`config.mk`:
```
export PLATFORM = sky130hd
export DESIGN_NAME = riscv_hazard_ctrl
export DESIGN_NICKNAME = d
export VERILOG_FILES = /design/src/rtl/riscv_hazard_ctrl_pkg.sv /design/src/rtl/riscv_fwd_cmp.sv /design/src/rtl/riscv_hazard_ctrl.sv
export SDC_FILE = /design/constraint.sdc
export NUM_CORES = 1
export LEC_CHECK = 0
export CAP_MARGIN = 20
export CORE_UTILIZATION = 50
export DETAILED_ROUTE_END_ITERATION = 10
export MAX_ROUTING_LAYER = met4
export PLACE_DENSITY_LB_ADDON = 0.2
export SKIP_CTS_REPAIR_TIMING = 1
export SLEW_MARGIN = 40
export SYNTH_ARGS = -nofsm -noshare
export SYNTH_HDL_FRONTEND = slang
export SYNTH_SLANG_ARGS = --single-unit
```
`constraint.sdc`:
```
create_clock -name clk -period 3.15 [get_ports clk]
set_input_delay 0.63 -clock clk [delete_from_list [all_inputs] [get_ports clk]]
set_output_delay 0.63 -clock clk [all_outputs]
set_load 0.05 [all_outputs]
```
`src/rtl/riscv_hazard_ctrl_pkg.sv`:
```
// Shared constants for the pipeline hazard controller.
//   fwd_sel_e   : forwarding select in front of the EX operand muxes
//   op2_sel_e   : ALU operand-2 source select
//   ex_slot_t   : shadow copy of the instruction occupying EX
//   pipe_slot_t : shadow copy of the instruction occupying MEM or WB
package riscv_hazard_ctrl_pkg;

    localparam int REG_AW_P = 5;

    typedef enum logic [1:0] {
        FWD_REG = 2'd0,
        FWD_MEM = 2'd1,
        FWD_WB  = 2'd2
    } fwd_sel_e;

    typedef enum logic [0:0] {
        OP2_REG = 1'b0,
        OP2_IMM = 1'b1
    } op2_sel_e;

    typedef struct packed {
        logic                valid;
        logic [REG_AW_P-1:0] rs1;
        logic [REG_AW_P-1:0] rs2;
        logic                rs1_used;
        logic                rs2_used;
        logic [REG_AW_P-1:0] rd;
        logic                wen;
        logic                load;
    } ex_slot_t;

    typedef struct packed {
        logic                valid;
        logic [REG_AW_P-1:0] rd;
        logic                wen;
        logic                load;
    } pipe_slot_t;

    // A slot can supply a forwarded value only if it really writes a
    // register other than x0.
    function automatic logic writes_reg(input pipe_slot_t s);
        return s.valid && s.wen && (s.rd != '0);
    endfunction

endpackage

```
`src/rtl/riscv_fwd_cmp.sv`:
```
// Per-operand forwarding compare: picks MEM over WB over register file.
//   src_used : EX instruction is valid and reads this operand
//   src_addr : EX source register address
//   mem_slot : instruction currently in MEM
//   wb_slot  : instruction currently in WB
//   sel      : resulting forwarding select
module riscv_fwd_cmp
    import riscv_hazard_ctrl_pkg::*;
(
    input  logic                src_used,
    input  logic [REG_AW_P-1:0] src_addr,
    input  pipe_slot_t          mem_slot,
    input  pipe_slot_t          wb_slot,
    output fwd_sel_e            sel
);

    // Load flags are not needed here: the interlock keeps a load out of MEM
    // while its consumer is in EX, and a load in WB forwards like an ALU op.
    logic unused_load;
    assign unused_load = mem_slot.load ^ wb_slot.load;

    always_comb begin
        sel = FWD_REG;
        if (src_used && writes_reg(mem_slot) && (mem_slot.rd == src_addr)) begin
            sel = FWD_MEM;
        end else if (src_used && writes_reg(wb_slot) && (wb_slot.rd == src_addr)) begin
            sel = FWD_WB;
        end
    end

endmodule

```
`src/rtl/riscv_hazard_ctrl.sv`:
```
// Pipeline hazard controller for the 5-stage core.
// Tracks rd/wen/load of the instructions in EX, MEM and WB and drives the
// ALU forwarding selects, the one-cycle load-use interlock and flush bubbles.
//   clk, rst      : core clock, async active-high reset
//   id_*          : decoded fields of the instruction in ID
//   flush         : taken branch/jump resolved in EX, kills the ID instruction
//   stall         : hold PC and IF/ID this cycle
//   fwd_a_sel/b   : forwarding selects for EX operand 1 / rs2 data
//   stall_cnt     : saturating count of load-use stall cycles
module riscv_hazard_ctrl
    import riscv_hazard_ctrl_pkg::*;
#(
    parameter int XLEN_CNT = 32,
    parameter int REG_AW   = REG_AW_P  // slot structs are sized by REG_AW_P
) (
    input  logic                clk,
    input  logic                rst,
    input  logic                id_valid,
    input  logic [REG_AW-1:0]   id_rs1_addr,
    input  logic [REG_AW-1:0]   id_rs2_addr,
    input  logic                id_rs1_used,
    input  logic                id_rs2_used,
    input  logic [REG_AW-1:0]   id_rd_addr,
    input  logic                id_rd_wen,
    input  logic                id_is_load,
    input  logic                flush,
    output logic                stall,
    output fwd_sel_e            fwd_a_sel,
    output fwd_sel_e            fwd_b_sel,
    output logic [XLEN_CNT-1:0] stall_cnt
);

    ex_slot_t   ex_slot;
    pipe_slot_t mem_slot;
    pipe_slot_t wb_slot;

    logic ex_load_pending;
    logic rs1_hit;
    logic rs2_hit;

    assign ex_load_pending = ex_slot.valid && ex_slot.load && ex_slot.wen
                             && (ex_slot.rd != '0);
    assign rs1_hit = id_rs1_used && (id_rs1_addr == ex_slot.rd);
    assign rs2_hit = id_rs2_used && (id_rs2_addr == ex_slot.rd);

    // Flush wins: the ID instruction is being killed, so it cannot stall.
    assign stall = id_valid && !flush && ex_load_pending && (rs1_hit || rs2_hit);

    always_ff @(posedge clk or posedge rst) begin
        if (rst) begin
            ex_slot   <= '0;
            mem_slot  <= '0;
            wb_slot   <= '0;
            stall_cnt <= '0;
        end else begin
            wb_slot  <= mem_slot;
            mem_slot <= '{valid: ex_slot.valid, rd: ex_slot.rd,
                          wen: ex_slot.wen, load: ex_slot.load};
            if (flush || stall) begin
                ex_slot <= '0;
            end else begin
                ex_slot <= '{valid:    id_valid,
                             rs1:      id_rs1_addr,
                             rs2:      id_rs2_addr,
                             rs1_used: id_rs1_used,
                             rs2_used: id_rs2_used,
                             rd:       id_rd_addr,
                             wen:      id_rd_wen,
                             load:     id_is_load};
            end
            if (stall && (stall_cnt != '1)) begin
                stall_cnt <= stall_cnt + XLEN_CNT'(1);
            end
        end
    end

    riscv_fwd_cmp u_fwd_a (
        .src_used (ex_slot.valid && ex_slot.rs1_used),
        .src_addr (ex_slot.rs1),
        .mem_slot (mem_slot),
        .wb_slot  (wb_slot),
        .sel      (fwd_a_sel)
    );

    riscv_fwd_cmp u_fwd_b (
        .src_used (ex_slot.valid && ex_slot.rs2_used),
        .src_addr (ex_slot.rs2),
        .mem_slot (mem_slot),
        .wb_slot  (wb_slot),
        .sel      (fwd_b_sel)
    );

endmodule
```
Word-level counts from Yosys, hierarchy flattened
Cells that the tools add are included.
{ "totals": {"register_bits": 66, "latchBits": 0, "ram_bits": 0, "romBits": 0, "output_inout_bits": 37, "elab_cells": 57, "n_memories": 0} }
{ "classes": {"addsub": 1, "n_mul": 0, "div_mod_pow": 0, "n_lt_le_gt_ge": 0, "n_eq_ne": 7, "shift": 0, "muxes": 5, "bitwise_logic": 0, "reduce_logical": 29} }
{ "op_table": {"columns": ["op", "count"], "rows": [
  ["$add 32x1->32 const B", 1],
  ["$ne 32x32->1 const B", 1],
  ["$eq 5x5->1", 6],
  ["$logic_and 1x1->1", 23],
  ["$mux 20", 1],
  ["$reduce_bool 5->1", 3],
  ["$mux 2", 4],
  ["$logic_or 1x1->1", 2],
  ["$logic_not 1->1", 1]
]} }

Longest topological paths before layout
Gate-level depths: netlist of run 1.
{ "depth": {"word_depth": 7, "depth_mapped": 7, "ltp_nobuf": 6} }

Cells and area by module
From an unflattened synthesis of run 1, not the netlist that was laid out.
{ "hier_totals": {"cells_unflattened": 271, "area_unflattened_um2": 3165.5} }
{ "by_module_without_submodules": {"columns": ["module", "n_inst", "cells_per_inst", "area_each_um2", "seq_area_each_um2"], "rows": [
  ["riscv_hazard_ctrl", 1, 225, 2830.2, 1701.6],
  ["riscv_fwd_cmp", 2, 23, 167.7, 0.0]
]} }

Worst setup path before layout of run 1
Ideal clock, no wire load.
{ "synth_path": {"path_type": "register to output", "start": "reg, netlist name mem_slot[3]", "end": "out fwd_a_sel[1]", "arrival_time_ps": 2944, "required_ps": 2520, "setup_slack_ps": -424, "stages_incl_launch_ff": 5, "path_buffers": 0, "path_cell_list": "dfrtp_1 xnor2_1 nand4_1 nor4_1 nor2_1"} }
{ "synth_via": {"elab_chain_cells": 5, "word_cells_on_any_way": 6} }
{ "synth_lines": {"columns": ["item", "line", "text"], "rows": [
  ["$reduce_bool 5->1", "riscv_hazard_ctrl_pkg.sv:42", "return s.valid && s.wen && (s.rd != '0);"],
  ["$logic_and 1x1->1", "riscv_hazard_ctrl_pkg.sv:42", null],
  ["$logic_and 1x1->1", "riscv_fwd_cmp.sv:24", "if (src_used && writes_reg(mem_slot) && (mem_slot.rd == src_addr)) begin"],
  ["$logic_and 1x1->1 (*)", "riscv_fwd_cmp.sv:24", null],
  ["$mux 2 (*)", "riscv_fwd_cmp.sv:24", null],
  ["end, declared", "riscv_hazard_ctrl.sv:28", "output fwd_sel_e fwd_a_sel,"]
]} }
Every way passes the cells marked *; elsewhere a longest branch is shown, timed or not.

Final worst setup path of run 1
{ "layout_path": {"start": "reg, netlist name mem_slot[2]", "end": "out fwd_b_sel[0]"} }
{ "layout_via": {"elab_chain_cells": 5, "word_cells_on_any_way": 6} }
{ "layout_lines": {"columns": ["item", "line", "text"], "rows": [
  ["$reduce_bool 5->1", "riscv_hazard_ctrl_pkg.sv:42", null],
  ["$logic_and 1x1->1", "riscv_hazard_ctrl_pkg.sv:42", null],
  ["$logic_and 1x1->1", "riscv_fwd_cmp.sv:24", null],
  ["$logic_and 1x1->1 (*)", "riscv_fwd_cmp.sv:24", null],
  ["$mux 2 (*)", "riscv_fwd_cmp.sv:24", null],
  ["end, declared", "riscv_hazard_ctrl.sv:29", "output fwd_sel_e fwd_b_sel,"]
]} }
Marks and branches as above.

==> results of run 1 <==
==> through the flow <==
stage,hold WS (ns),cells
after floorplan,0.3539,242
after global placement,0.3592,374
after detailed placement,0.3719,374
after CTS,0.3866,389
after global routing,0.4004,389
final,0.3867,389
==> final cells by class <==
class | count | area share
multi-input combinational | 171 | 0.3311
timing repair buffer | 64 | 0.1647
clock inverter | 5 | 0.01432
tap | 72 | 0.02344
sequential | 66 | 0.4297
clock buffer | 10 | 0.03581
inverter | 1 | 0.0009766
==> cell usage after synthesis <==
cell type,number
buf_6,2
and4_1,5
nor4_2,1
xnor2_1,46
mux2_1,1
nand2_1,11
nand4_1,17
clkbuf_1,1
a211oi_4,1
buf_2,1
and2_1,23
inv_1,1
and3_1,8
and4_4,1
ha_1,1
o211ai_1,2
a32oi_2,1
nor3b_1,2
nor4_1,4
nor3_1,1
xor2_1,15
o21ai_2,1
nand3_1,13
nand4b_1,2
dfrtp_1,66
nor2_1,5
or4_1,5
nor2b_1,1
nor2_2,2
nor4b_4,1
nand2b_1,1
==> where the power goes <==
| group | internal (mW) | total, mW | leakage (nW) | switching, mW |
|---|---|---|---|---|
| Clock | 0.379 | 0.689 | 0.0941 | 0.310 |
| Combinational | 0.0600 | 0.108 | 0.635 | 0.0482 |
| Sequential | 0.870 | 0.894 | 0.886 | 0.0237 |
==> per-layer routing <==
layer	global-route usage	vias up
met2	0.3322	62
met3	0.05517	10
li1	-	990
met1	0.2826	1007
met4	0.09630	0
met5	-	-
==> state kept, by name (all words and copies together) (netlist names) <==
name / cells
stall_cnt: 32
ex_slot: 20
mem_slot: 7
wb_slot: 7
==> critical path, delay by kind of cell (launching register included) <==
kind	cells	cell delay [ns]
simple gates	2	0.64
buf+inv	1	0.71
compound gates	1	0.28
flops	1	0.43
==> cells by family (layout without fill, tap and decap cells) <==
logic type               after synthesis  in the layout  share of synthesized area
adder cells (fa/ha/maj)                1              1                   0.004246
multiplexers                           1              1                   0.003821
AO/OA/AOI/OAI                          5              5                    0.02038
buffers and inverters                  5             80                    0.01188
XOR/XNOR                              61             61                     0.1813
AND/OR/NAND/NOR                      103            103                     0.2178
flip-flops                            66             66                     0.5605
==> worst max-delay path by stage <==
stage                              start            to  slack [ns]  cells past startpoint
final                        mem_slot[2]  fwd_b_sel[0]        0.13                      4
after global routing         mem_slot[2]  fwd_b_sel[0]       0.007                      4
after CTS                    mem_slot[2]  fwd_b_sel[0]        0.09                      4
after detailed placement  id_rs1_addr[4]         stall        0.28                      6
after global placement    id_rs1_addr[4]         stall        0.33                      6
after floorplan              mem_slot[3]  fwd_a_sel[1]        0.33                      4
==> impl_metrics.prom, run 1 <==
# TYPE chip_impl_metric gauge
chip_impl_metric{name="total_die_area",unit="µm²"} 6204
chip_impl_metric{name="layout-drive-gt1-share",unit=""} 0.1073
chip_impl_metric{name="max-vdd-ir-drop",unit="V"} 0.0003566
chip_impl_info{name="synth_area_leaders",value="dfrtp_1, xnor2_1, and2_1, xor2_1, nand4_1"} 1
chip_impl_metric{name="multi_input_comb_area",unit="µm²"} 1272
chip_impl_metric{name="reg2regPathDepth",unit=""} 6
chip_impl_metric{name="post-route-drc-count",unit=""} 0
chip_impl_metric{name="grt_start_max_net_pins",unit=""} 35
chip_impl_info{name="crit-reg2reg-launch",value="stall_cnt[5]"} 1
chip_impl_metric{name="fin_crit_sh",unit=""} 0.9601
chip_impl_metric{name="placedInstanceArea",unit="µm²"} 3651
chip_impl_info{name="class_of_the_most_critical_setup_path",value="register to output pin"} 1
chip_impl_info{name="highest_layer",value="met4"} 1
chip_impl_metric{name="met2RoutedLength",unit="µm"} 2772
chip_impl_info{name="slowest_stage",value="clkdlybuf4s50_1"} 1
chip_impl_metric{name="portBuffers",unit=""} 59
chip_impl_metric{name="synth_sequential_area_ratio",unit=""} 0.5605
chip_impl_metric{name="p_leak",unit="nW"} 1.615
chip_impl_metric{name="die_w",unit="µm"} 78.77
chip_impl_metric{name="clock_pin_slew_reported_for_the_worst_setup_and_hold_paths_after_clock_tree_synthesis",unit="ns"} 0.07
chip_impl_metric{name="timing.final.ws_setup",unit="ns"} 0.1258
chip_impl_metric{name="syn-mean-instance-area",unit="µm²"} 12.18
chip_impl_metric{name="synth_cells",unit=""} 242
chip_impl_metric{name="ys_warn_count",unit=""} 0
chip_impl_metric{name="post-route-util",unit=""} 0.6854
chip_impl_metric{name="finClkSkew",unit="ns"} 0.006120
chip_impl_info{name="synth_area_leader_cell",value="dfrtp_1"} 1
chip_impl_metric{name="syn2layout_area_growth",unit="%"} 30.45
chip_impl_metric{name="insertedDiodeCount",unit=""} 0
chip_impl_metric{name="post_synth_instance_area",unit="µm²"} 2947
chip_impl_info{name="critPathLaunchType",value="register"} 1
chip_impl_metric{name="io-pin-count",unit=""} 60
chip_impl_metric{name="regToRegSetupSlack",unit="ns"} 0.91
chip_impl_metric{name="route.met3.wl",unit="µm"} 268
chip_impl_metric{name="numCtsBuffers",unit=""} 9
chip_impl_metric{name="clk_latency",unit="ns"} 0.34
chip_impl_metric{name="overflow_left_after_global_routing",unit=""} 0
chip_impl_metric{name="critical_path_peak_fanout",unit=""} 4
chip_impl_metric{name="clock_tree.buffer_depth",unit=""} 2
chip_impl_metric{name="synthesis.nets",unit=""} 266
chip_impl_metric{name="nets",unit=""} 337
chip_impl_metric{name="achievable-frequency",unit="MHz"} 330.7
chip_impl_metric{name="route.final.wire_length",unit="µm"} 5876
chip_impl_metric{name="worst-endpoint-required",unit="ns"} 2.52
chip_impl_info{name="cts_tree",value="built"} 1
chip_impl_info{name="hold_path.startpoint",value="ex_slot[1]"} 1
chip_impl_metric{name="place_worst_setup_slack",unit="ns"} 0.2841
chip_impl_metric{name="dp_hpwl",unit="µm"} 4382
chip_impl_metric{name="fp-row-count",unit=""} 27
chip_impl_metric{name="fin_crit",unit="ns"} 3.024
chip_impl_metric{name="starting_density_of_the_core",unit=""} 0.5254
chip_impl_metric{name="num-fill-cells",unit=""} 431
chip_impl_metric{name="min_path_cells",unit=""} 0
chip_impl_metric{name="final_cell_area",unit="µm²"} 3844
chip_impl_metric{name="maxCapViolCount",unit=""} 0
chip_impl_metric{name="drt.antenna.violating_nets",unit=""} 0
chip_impl_metric{name="timing.max_slew.rel_slack",unit=""} 0.5335
chip_impl_metric{name="timing.final.setup_violations",unit=""} 0
chip_impl_metric{name="post_drt_wl_per_cell",unit="µm"} 15.11
chip_impl_metric{name="globalRouteTotalUtil",unit=""} 0.2200
chip_impl_metric{name="first_global_vias",unit=""} 2080
chip_impl_metric{name="cp_slowest_stage_delay",unit="ns"} 0.71
chip_impl_metric{name="postSynthRegisterBits",unit=""} 66
chip_impl_metric{name="antenna_found_initial",unit=""} 0
chip_impl_metric{name="totalNegativeSetupSlack",unit="ns"} 0
chip_impl_metric{name="drt-pass1-iter-count",unit=""} 4
chip_impl_info{name="final_cell_mix",value="dfrtp_1, clkdlybuf4s50_1, xnor2_1, and2_1, nand4_1"} 1
chip_impl_metric{name="yosys.cell_types.count",unit=""} 31
chip_impl_info{name="mostFrequentLayoutCell",value="dfrtp_1"} 1
chip_impl_metric{name="power.total",unit="mW"} 1.691
chip_impl_metric{name="drt_iter0_markers",unit=""} 120
chip_impl_info{name="whs_endpoint",value="mem_slot[1]"} 1
chip_impl_metric{name="layout.area.seq",unit="µm²"} 1652
chip_impl_metric{name="grt_pass1_wl",unit="µm"} 9853
chip_impl_metric{name="timing.final.hold_violations",unit=""} 0
chip_impl_metric{name="worst-slew-pin-transition",unit="ns"} 0.6988
chip_impl_info{name="clock-root-buffer",value="clkbuf_8"} 1
chip_impl_metric{name="htree_levels",unit=""} 3
chip_impl_metric{name="cp_data_arrival_time",unit="ns"} 2.39
chip_impl_info{name="rr_endpoint",value="stall_cnt[27]"} 1
chip_impl_metric{name="synth_largest_type_area_fraction",unit=""} 0.5605
chip_impl_metric{name="die_height",unit="µm"} 78.77
chip_impl_info{name="crit_path_end_kind",value="output pin"} 1
chip_impl_metric{name="place_congestion",unit=""} 0.8565
chip_impl_info{name="result_of_the_run",value="finished, final reports clean"} 1
chip_impl_info{name="grt_setup_unrepaired",value="false"} 1
chip_impl_info{name="min-delay-path-class",value="register to register"} 1
chip_impl_metric{name="tritoncts_num_sinks",unit=""} 66
chip_impl_metric{name="met1Wirelength",unit="µm"} 2743
chip_impl_metric{name="final-max-slew-violation-count",unit=""} 0
chip_impl_metric{name="core_area",unit="µm²"} 5608
chip_impl_metric{name="dr_total_vias",unit=""} 2069
chip_impl_info{name="crit_path_cell_trace",value="or4_1 > o211ai_1 > nor4_2 > clkdlybuf4s50_1"} 1
chip_impl_metric{name="cellPowerDensity",unit="nW/µm²"} 440.0
chip_impl_metric{name="post_drt_via_cell_ratio",unit=""} 5.319
Power figures use the tool's default switching activity.
==> run 2: changes to the inputs <==
--- a/constraint.sdc
+++ b/constraint.sdc
@@ -3,2 +3,2 @@
 set_output_delay 0.63 -clock clk [all_outputs]
-set_load 0.05 [all_outputs]
+set_load 0.02 [all_outputs]
==> run 2 against run 1 <==
- cell area is essentially flat
- clock-buffer cell count rose by 3
- combinational power about the same
- core utilization hardly changed
- non-clock buffer count decreased by 1
- sequential share of layout area is essentially flat
- clock skew grew 0.0026 ns
- via count fell by 2.6%
- worst hold slack barely moved
==> impl_metrics.prom, run 2 (synthesis results as in run 1) <==
# TYPE chip_impl_metric gauge
chip_impl_metric{name="nets",unit=""} 336
chip_impl_metric{name="fin_crit",unit="ns"} 3.023
chip_impl_metric{name="place_worst_setup_slack",unit="ns"} 0.03928
chip_impl_metric{name="place_congestion",unit=""} 0.8960
chip_impl_metric{name="cp_data_arrival_time",unit="ns"} 2.39
chip_impl_info{name="class_of_the_most_critical_setup_path",value="register to output pin"} 1
chip_impl_metric{name="post_drt_via_cell_ratio",unit=""} 5.180
chip_impl_metric{name="cellPowerDensity",unit="nW/µm²"} 434.2
chip_impl_metric{name="antenna_found_initial",unit=""} 0
chip_impl_metric{name="clock_tree.buffer_depth",unit=""} 2
chip_impl_metric{name="worst-endpoint-required",unit="ns"} 2.52
chip_impl_info{name="result_of_the_run",value="finished, final reports clean"} 1
chip_impl_metric{name="post-route-drc-count",unit=""} 0
chip_impl_info{name="cts_tree",value="built"} 1
chip_impl_metric{name="critical_path_peak_fanout",unit=""} 4
chip_impl_metric{name="p_seq_frac",unit=""} 0.536
chip_impl_metric{name="first_global_vias",unit=""} 1990
chip_impl_metric{name="starting_density_of_the_core",unit=""} 0.5254
chip_impl_metric{name="core_area",unit="µm²"} 5608
chip_impl_metric{name="achievable-frequency",unit="MHz"} 330.8
chip_impl_info{name="mostFrequentLayoutCell",value="dfrtp_1"} 1
chip_impl_metric{name="dr_total_vias",unit=""} 2015
chip_impl_metric{name="regToRegSetupSlack",unit="ns"} 0.80
chip_impl_metric{name="clk_latency",unit="ns"} 0.34
chip_impl_metric{name="layout-drive-gt1-share",unit=""} 0.08202
chip_impl_metric{name="largest_register_ff_count",unit=""} 32
chip_impl_metric{name="comb_power_share",unit=""} 0.065
chip_impl_info{name="min-delay-path-class",value="register to register"} 1
chip_impl_metric{name="total_die_area",unit="µm²"} 6204
chip_impl_metric{name="overflow_left_after_global_routing",unit=""} 0
chip_impl_metric{name="route.final.wire_length",unit="µm"} 5882
chip_impl_metric{name="timing.max_slew.rel_slack",unit=""} 0.5203
chip_impl_metric{name="fp-row-count",unit=""} 27
chip_impl_metric{name="grt_start_max_net_pins",unit=""} 35
chip_impl_metric{name="timing.final.hold_violations",unit=""} 0
chip_impl_metric{name="power.total",unit="mW"} 1.668
chip_impl_metric{name="portBuffers",unit=""} 59
chip_impl_info{name="top_register_by_number_of_flip_flops",value="stall_cnt"} 1
chip_impl_metric{name="max-vdd-ir-drop",unit="V"} 0.0002712
chip_impl_metric{name="timing.final.ws_setup",unit="ns"} 0.1268
chip_impl_metric{name="globalRouteTotalUtil",unit=""} 0.2220
chip_impl_metric{name="worst-slew-pin-transition",unit="ns"} 0.7186
chip_impl_metric{name="tritoncts_num_sinks",unit=""} 66
chip_impl_metric{name="p_leak",unit="nW"} 1.643
chip_impl_metric{name="drt-pass1-iter-count",unit=""} 5
chip_impl_metric{name="finClkSkew",unit="ns"} 0.008760
chip_impl_metric{name="fin_crit_sh",unit=""} 0.9597
chip_impl_metric{name="num-fill-cells",unit=""} 436
chip_impl_metric{name="internal-power",unit="mW"} 1.295
chip_impl_metric{name="die_w",unit="µm"} 78.77
chip_impl_metric{name="timing.final.setup_violations",unit=""} 0
chip_impl_info{name="biggestRegsByFlops",value="stall_cnt: 32 flops, ex_slot: 20 flops"} 1
chip_impl_metric{name="io-pin-count",unit=""} 60
chip_impl_metric{name="drt_iter0_markers",unit=""} 138
chip_impl_metric{name="final-max-slew-violation-count",unit=""} 0
chip_impl_metric{name="numCtsBuffers",unit=""} 9
chip_impl_metric{name="die_height",unit="µm"} 78.77
chip_impl_info{name="critPathLaunchType",value="register"} 1
chip_impl_metric{name="syn2layout_area_growth",unit="%"} 30.36
chip_impl_metric{name="dp_hpwl",unit="µm"} 4249
chip_impl_info{name="crit_path_end_kind",value="output pin"} 1
chip_impl_metric{name="switchingPower",unit="mW"} 0.3727
chip_impl_metric{name="power_frac_clock",unit=""} 0.399
chip_impl_metric{name="htree_levels",unit=""} 3
chip_impl_metric{name="switching_share",unit=""} 0.2235
chip_impl_metric{name="drt.antenna.violating_nets",unit=""} 0
chip_impl_info{name="clock-root-buffer",value="clkbuf_8"} 1
chip_impl_metric{name="insertedDiodeCount",unit=""} 0
chip_impl_info{name="grt_setup_unrepaired",value="false"} 1
chip_impl_metric{name="totalNegativeSetupSlack",unit="ns"} 0
chip_impl_info{name="final_cell_mix",value="dfrtp_1, clkdlybuf4s50_1, xnor2_1, and2_1, nand4_1"} 1
chip_impl_metric{name="clock_pin_slew_reported_for_the_worst_setup_and_hold_paths_after_clock_tree_synthesis",unit="ns"} 0.07
chip_impl_metric{name="grt_pass1_wl",unit="µm"} 9998
chip_impl_metric{name="maxCapViolCount",unit=""} 0
chip_impl_metric{name="post_drt_wl_per_cell",unit="µm"} 15.12
==> run 2: cell count changes in the layout (fill, tap and decap cells not counted), sizes merged <==
cell and delta:
buf -4, clkbuf +3, clkinvlp -2, dlymetal6s2s +2
clkdlybuf4s50 +1
==> run 2: power by group through the flow <==
stage / sequential (mW) / combinational, mW / clock (mW)
finish: 0.893 / 0.109 / 0.666
global route: 0.896 / 0.121 / 0.722
detailed placement: 0.909 / 0.109 / 0
global placement: 0.908 / 0.107 / 0
floorplan: 0.902 / 0.0624 / 0
CTS: 0.893 / 0.110 / 0.681
==> run 2: layout make-up <==
class                   count  area, µm²  area share
repair buffers             63      650.6      0.1694
flip-flops and latches     66       1652      0.4300
clock inverters             3      40.04     0.01042
well taps                  72      90.09     0.02345
inverters                   1      3.754   0.0009772
clock buffers              13      138.9     0.03616
multi-input cells         171       1266      0.3296
==> run 2: path summary, 6_finish.rpt <==
kind | startpoint | endpoint | depth (start not counted)
max | mem_slot[2] | fwd_a_sel[1] | 5
min | ex_slot[1] | mem_slot[1] | 0
max reg2reg | stall_cnt[5] | stall_cnt[31] | 6
min reg2reg | ex_slot[1] | mem_slot[1] | 0
max in group asynchronous | rst | ex_slot[0] | 3
min in group asynchronous | rst | stall_cnt[18] | 2
==> run 2: critical path: stages (launching register included) <==
cell             delay (ns)
dfrtp_1                0.44
or4_1                  0.55
o211ai_1               0.23
nor4_1                 0.12
nor2_1                 0.11
clkdlybuf4s50_1        0.60
==> run 2: through the flow <==
stage	instances	instance area (µm²)	hold slack [ns]	util
after detailed placement	373	3651	0.3678	0.6510
after global placement	373	3651	0.3628	0.6510
after global routing	389	3841	0.3897	0.6850
final	389	3841	0.3862	0.6850
after CTS	389	3830	0.3838	0.6830
after floorplan	242	2947	0.3539	-
==> run 2: layer usage <==
layer / GRT usage / part of all wire / vias to the layer above
li1: - / - / 983
met3: 0.06207 / 0.046 / 8
met5: - / 0 / -
met1: 0.3112 / 0.49 / 970
met4: 0.07778 / 0.014 / 0
met2: 0.3104 / 0.45 / 54
